## src/rtl/clock_ctrl_pkg.sv

```systemverilog
// Shared state encoding for the digital-clock sequencing controller.
package clock_ctrl_pkg;

  localparam int MODE_W = 2;

  localparam logic [MODE_W-1:0] ST_RUN      = 2'd0;
  localparam logic [MODE_W-1:0] ST_SET_HOUR = 2'd1;
  localparam logic [MODE_W-1:0] ST_SET_MIN  = 2'd2;
  localparam logic [MODE_W-1:0] ST_CLEAR    = 2'd3;

  typedef enum logic [MODE_W-1:0] {
    S_RUN      = ST_RUN,
    S_SET_HOUR = ST_SET_HOUR,
    S_SET_MIN  = ST_SET_MIN,
    S_CLEAR    = ST_CLEAR
  } state_e;

endpackage

```

## src/rtl/clock_ctrl_key_edge.sv

```systemverilog
// Two-flop key register with rising-edge pulse; flops reset to 1 so a key
// held through reset yields no edge until released and pressed again.
module key_edge (
  input  logic clk,
  input  logic clr,
  input  logic key,
  output logic rise
);

  logic d1_p0;
  logic d2_p1;

  always_ff @(posedge clk) begin
    if (clr) begin
      d1_p0 <= 1'b1;
      d2_p1 <= 1'b1;
    end else begin
      d1_p0 <= key;
      d2_p1 <= d1_p0;
    end
  end

  assign rise = d1_p0 & ~d2_p1;

endmodule

```

## src/rtl/clock_ctrl.sv

```systemverilog
// Digital-clock sequencer: 1 Hz time base, counter enables, RUN/SET mode FSM.
// Optional macro CLOCK_CTRL_BLINK_EN adds the set-mode display blink phase.
module clock_ctrl
  import clock_ctrl_pkg::*;
#(
  parameter int TICK_DIV = 50_000_000,
  parameter int DIV_W    = 26
) (
  input  logic       clk,
  input  logic       clr,
  input  logic       key_mode,
  input  logic       key_inc,
  input  logic       sec_tc,
  input  logic       min_tc,
  output logic       en_sec,
  output logic       en_min,
  output logic       en_hour,
  output logic       cnt_clr_n,
  output logic       sec_clr_n,
  output logic [1:0] mode,
  output logic       tick,
  output logic       blink
);

  localparam logic [DIV_W-1:0] DIV_LAST = DIV_W'(TICK_DIV - 1);
  localparam logic [DIV_W-1:0] DIV_HALF = DIV_W'(TICK_DIV / 2 - 1);

  state_e           state, state_nxt;
  logic [DIV_W-1:0] div, div_nxt;
  logic             clr_d;
  logic             mode_rise, inc_rise;
  logic             wrap, restart;
  logic             en_sec_nxt, en_min_nxt, en_hour_nxt;
  logic             tick_nxt, cnt_clr_n_nxt, sec_clr_n_nxt;

  key_edge u_key_mode (
    .clk  (clk),
    .clr  (clr),
    .key  (key_mode),
    .rise (mode_rise)
  );

  key_edge u_key_inc (
    .clk  (clk),
    .clr  (clr),
    .key  (key_inc),
    .rise (inc_rise)
  );

  assign wrap = (div == DIV_LAST);

  always_comb begin
    state_nxt     = state;
    en_sec_nxt    = 1'b0;
    en_min_nxt    = 1'b0;
    en_hour_nxt   = 1'b0;
    cnt_clr_n_nxt = 1'b1;
    restart       = 1'b0;
    case (state)
      // clr_d marks the first cycle after clr falls: counters stay cleared once more
      S_CLEAR: begin
        if (clr_d) cnt_clr_n_nxt = 1'b0;
        else       state_nxt     = S_RUN;
      end
      S_RUN: begin
        en_sec_nxt  = wrap;
        en_min_nxt  = wrap & sec_tc;
        en_hour_nxt = wrap & sec_tc & min_tc;
        if (mode_rise) state_nxt = S_SET_HOUR;
      end
      S_SET_HOUR: begin
        if (mode_rise)     state_nxt   = S_SET_MIN;
        else if (inc_rise) en_hour_nxt = 1'b1;
      end
      S_SET_MIN: begin
        if (mode_rise) begin
          state_nxt = S_RUN;
          restart   = 1'b1;
        end else if (inc_rise) begin
          en_min_nxt = 1'b1;
        end
      end
      default: state_nxt = S_CLEAR;
    endcase

    if (state == S_CLEAR)   div_nxt = div;
    else if (restart||wrap) div_nxt = '0;
    else                    div_nxt = div + DIV_W'(1);

    tick_nxt      = wrap & ~restart & (state != S_CLEAR);
    sec_clr_n_nxt = ~restart;
  end

  // Registered outputs and control state
  always_ff @(posedge clk) begin
    if (clr) begin
      state     <= S_CLEAR;
      div       <= '0;
      clr_d     <= 1'b1;
      en_sec    <= 1'b0;
      en_min    <= 1'b0;
      en_hour   <= 1'b0;
      tick      <= 1'b0;
      cnt_clr_n <= 1'b0;
      sec_clr_n <= 1'b1;
    end else begin
      state     <= state_nxt;
      div       <= div_nxt;
      clr_d     <= 1'b0;
      en_sec    <= en_sec_nxt;
      en_min    <= en_min_nxt;
      en_hour   <= en_hour_nxt;
      tick      <= tick_nxt;
      cnt_clr_n <= cnt_clr_n_nxt;
      sec_clr_n <= sec_clr_n_nxt;
    end
  end

  assign mode = state;

`ifdef CLOCK_CTRL_BLINK_EN
  logic blink_nxt;

  // Toggle at half and full divider period -> 1 Hz, 50% duty in set states
  always_comb begin
    if (state_nxt == S_RUN || state_nxt == S_CLEAR) blink_nxt = 1'b1;
    else if (div == DIV_HALF || wrap)               blink_nxt = ~blink;
    else                                            blink_nxt = blink;
  end

  always_ff @(posedge clk) begin
    if (clr) blink <= 1'b1;
    else     blink <= blink_nxt;
  end
`else
  assign blink = 1'b1;
`endif

endmodule

```

## config.mk

```make
export PLATFORM = sky130hd
export DESIGN_NAME = clock_ctrl
export DESIGN_NICKNAME = d
export VERILOG_FILES = /design/src/rtl/clock_ctrl_pkg.sv /design/src/rtl/clock_ctrl_key_edge.sv /design/src/rtl/clock_ctrl.sv
export SDC_FILE = /design/constraint.sdc
export NUM_CORES = 1
export LEC_CHECK = 0
export ABC_AREA = 1
export CAP_MARGIN = 15
export CORE_ASPECT_RATIO = 1.2
export CORE_MARGIN = 3
export CORE_UTILIZATION = 62
export DETAILED_ROUTE_END_ITERATION = 16
export PLACE_DENSITY = 0.88
export SYNTH_ARGS = -nofsm -noshare
export SYNTH_HDL_FRONTEND = slang
export SYNTH_HIERARCHICAL = 1
export SYNTH_SLANG_ARGS = --single-unit
```

## constraint.sdc

```tcl
create_clock -name clk -period 3.05 [get_ports clk]
set_input_delay 0.915 -clock clk [delete_from_list [all_inputs] [get_ports clk]]
set_output_delay 0.915 -clock clk [all_outputs]
set_load 0.05 [all_outputs]
```

==> summary.md <==
| Metric | Value |
|---|---|
| CTS Buf Count | `5` |
| Final Cycle Share | `0.841` |
| Maximum vdd drop | `0.505 mV` |
| Maxcap violations | `0` |
| Crit path DAT | `1650 ps` |
| Area growth from synthesis to layout | `11.4%` |
| First-pass GRT wire length | `7.09 mm` |
| Worst Clk Skew | `8.91 ps` |
| Total GRT Usage | `0.237` |
| Reg2Reg Depth | `10` |
| Grt total ovfl | `0` |
| Levels on crit path | `1` |
| Placeable Area | `0.00292 sq mm` |
| Antenna-violating nets left | `0` |
| Root Driver | `clkbuf_4` |
| Synth warn | `6` |
| Fin worst setup slack | `485 ps` |
| Max reg flops | `26` |
| Final Util | `0.755` |
| Yosys cell types | `26` |
| Syn Inst Count | `277` |
| Cell Rows | `21` |
| Final Max Slew Viols | `0` |
| Share of cells above drive strength 1 | `0.139` |
| Via count | `1700` |
| DRC viols | `0` |
| Unrepaired setup endpoints after global routing | `no` |
| Placement Cell Area | `0.00212 sq mm` |
| PortBufs | `13` |
| Pre-CTS setup slack | `862 ps` |
| Pwr/cell area | `457 mW/mm^2` |
| Critical path startpoint category | `register` |
| Max-slew headroom | `0.664` |
| Synth Register Bits | `39` |
| Clock buffer depth | `2` |
| Peak Freq | `390 MHz` |
| Avg Cell Area, Syn | `7.14 sq um` |
| CP max FO | `6` |
| WHS | `440 ps` |
| Leakage power | `0.000830 uW` |
| Clock sink count | `39` |
| CP Buf/Inv Count | `1` |
| CP delay by family, top | `buffers and inverters` |
| Tmin final | `2560 ps` |
| Post-CTS sizing | `0` |
| Detailed Routing Iterations Pass 1 | `4` |
| Final setup violation count | `0` |
| Slowest stage cell, crit path | `clkdlybuf4s50_1` |
| Min-delay worst type | `register to register` |
| Vias/cell | `5.17` |
| CP peak stage delay | `840 ps` |
| Post-DP HPWL | `2.87 mm` |
| Nets | `301` |
| Synthesized cell area | `0.00198 sq mm` |
| Hold Fails Final Rpt | `0` |
| Iteration-0 DRC Markers | `63` |
| Io pins | `15` |
| Critical Path RT | `2130 ps` |
| Initial antenna violation count | `0` |
| Chip Width | `57.5 um` |
| Status | `complete, no violations` |
| Syn nets | `284` |
| H-Tree Depth | `2` |
| Largest net degree at the start of global routing | `25` |
| Post-CTS Setup Inserts | `0` |
| Die area | `0.00390 sq mm` |
| # diodes | `0` |
| Setup TNS Final | `0 ps` |
| Clock latency on the worst-skew pair | `350 ps` |
| Post-Layout Inst Area | `0.00220 sq mm` |
| Vias in the first global route | `1709` |
| Crit-path cells | `clkdlybuf4s50_1` |
| DIE HEIGHT | `67.9 um` |
| Worst-path clk slew | `110 ps` |
| Biggest register | `div` |
| WHS Path Cells | `2` |
| Number of hold buffers added after cts | `0` |
| Worst Setup End Kind | `output port` |
| Sequential share of the synthesized area | `0.395` |
| Post-DR wirelength/cell | `11.9 um` |
| Measured slew at the worst slew-check pin | `503 ps` |
| Final RePlAce weighted congestion | `0.846` |
| CTS tree | `yes` |
| Drt total wl | `3.90 mm` |
| Effective utilization at floorplan | `0.678` |
| Crit Path Class | `register to output port` |
[synth_stat cells, drive strengths merged]
master | n | area (sq um)
nand2 | 70 | 288
nor2 | 65 | 317
dfxtp | 39 | 781
inv | 36 | 135
nand3 | 18 | 90.1
xor2 | 12 | 105
nand4 | 10 | 62.6
xnor2 | 5 | 43.8
a21oi | 4 | 20.0
nor3 | 4 | 25.0
buf | 3 | 33.8
nand3b | 3 | 22.5
o21ai | 3 | 15.0
and3 | 1 | 6.26
conb | 1 | 3.75
ha | 1 | 12.5
o2111ai | 1 | 8.76
o21bai | 1 | 7.51
[report_power, final]
part	switching [uW]	internal (uW)
Sequential	11.0	524
Clock	165	194
Combinational	79.9	33.1
Total	256	751
[layout make-up]
type	count	area, sq um
Sequential cell	39	781
Fill cell	232	714
Clock buffer	6	51.3
Multi-Input combinational cell	199	1030
Inverter	36	135
Timing Repair Buffer	13	130
Clock inverter	2	35.0
Tap cell	34	42.5
[worst paths after layout]
| kind | from | endpoint | slack (ps) |
|---|---|---|---|
| worst min-delay path | u_key_inc/d1_p0 | u_key_inc/d2_p1 | 440 |
| worst min register to register | u_key_inc/d1_p0 | u_key_inc/d2_p1 | 440 |
| worst max-delay path | mode[1] | mode[1] | 490 |
| worst max register to register | div[1] | div[21] | 1350 |
[layout by cell type (no fill, tap or decap)]
cell             instances
a21oi_1                  4
nor3_2                   1
nor2_4                   4
bufinv_16                1
and3_1                   1
nand3_1                 18
xor2_1                  12
clkinv_2                 1
xnor2_1                  5
clkbuf_8                 1
inv_2                    3
nor2_1                  44
o2111ai_1                1
inv_1                   33
ha_1                     1
nand4_1                 10
nand3b_1                 3
conb_1                   1
nor2_2                  17
o21ai_0                  3
nand2_2                  7
dfxtp_1                 39
nor3_1                   3
clkdlybuf4s50_1         13
clkbuf_4                 5
o21bai_1                 1
nand2_1                 62
nand2_4                  1
[per-stage QoR]
step / power [uW] / std cells
after floorplan: 628 / 277
after global placement: 656 / 321
after detailed placement: 659 / 321
after CTS: 1010 / 329
after global routing: 1050 / 329
final: 1010 / 329
[logic make-up after synthesis]
kind of cell,after synthesis,synth area share
fa+ha+maj,1,0.00633
buf+inv,39,0.0854
other cells,1,0.00190
simple gates,171,0.410
flops,39,0.395
xor+xnor,17,0.0753
compound gates,9,0.0259
[metal layers]
layer | share of wire | wire length (um) | track usage | vias to the layer above
li1 | - | - | - | 886
met1 | 0.43 | 1690 | 0.265 | 757
met2 | 0.49 | 1900 | 0.401 | 40
met3 | 0.036 | 139 | 0.0528 | 17
met4 | 0.045 | 174 | 0.162 | 0
met5 | 0 | 0 | 0 | -
Power figures use the tool's default switching activity.
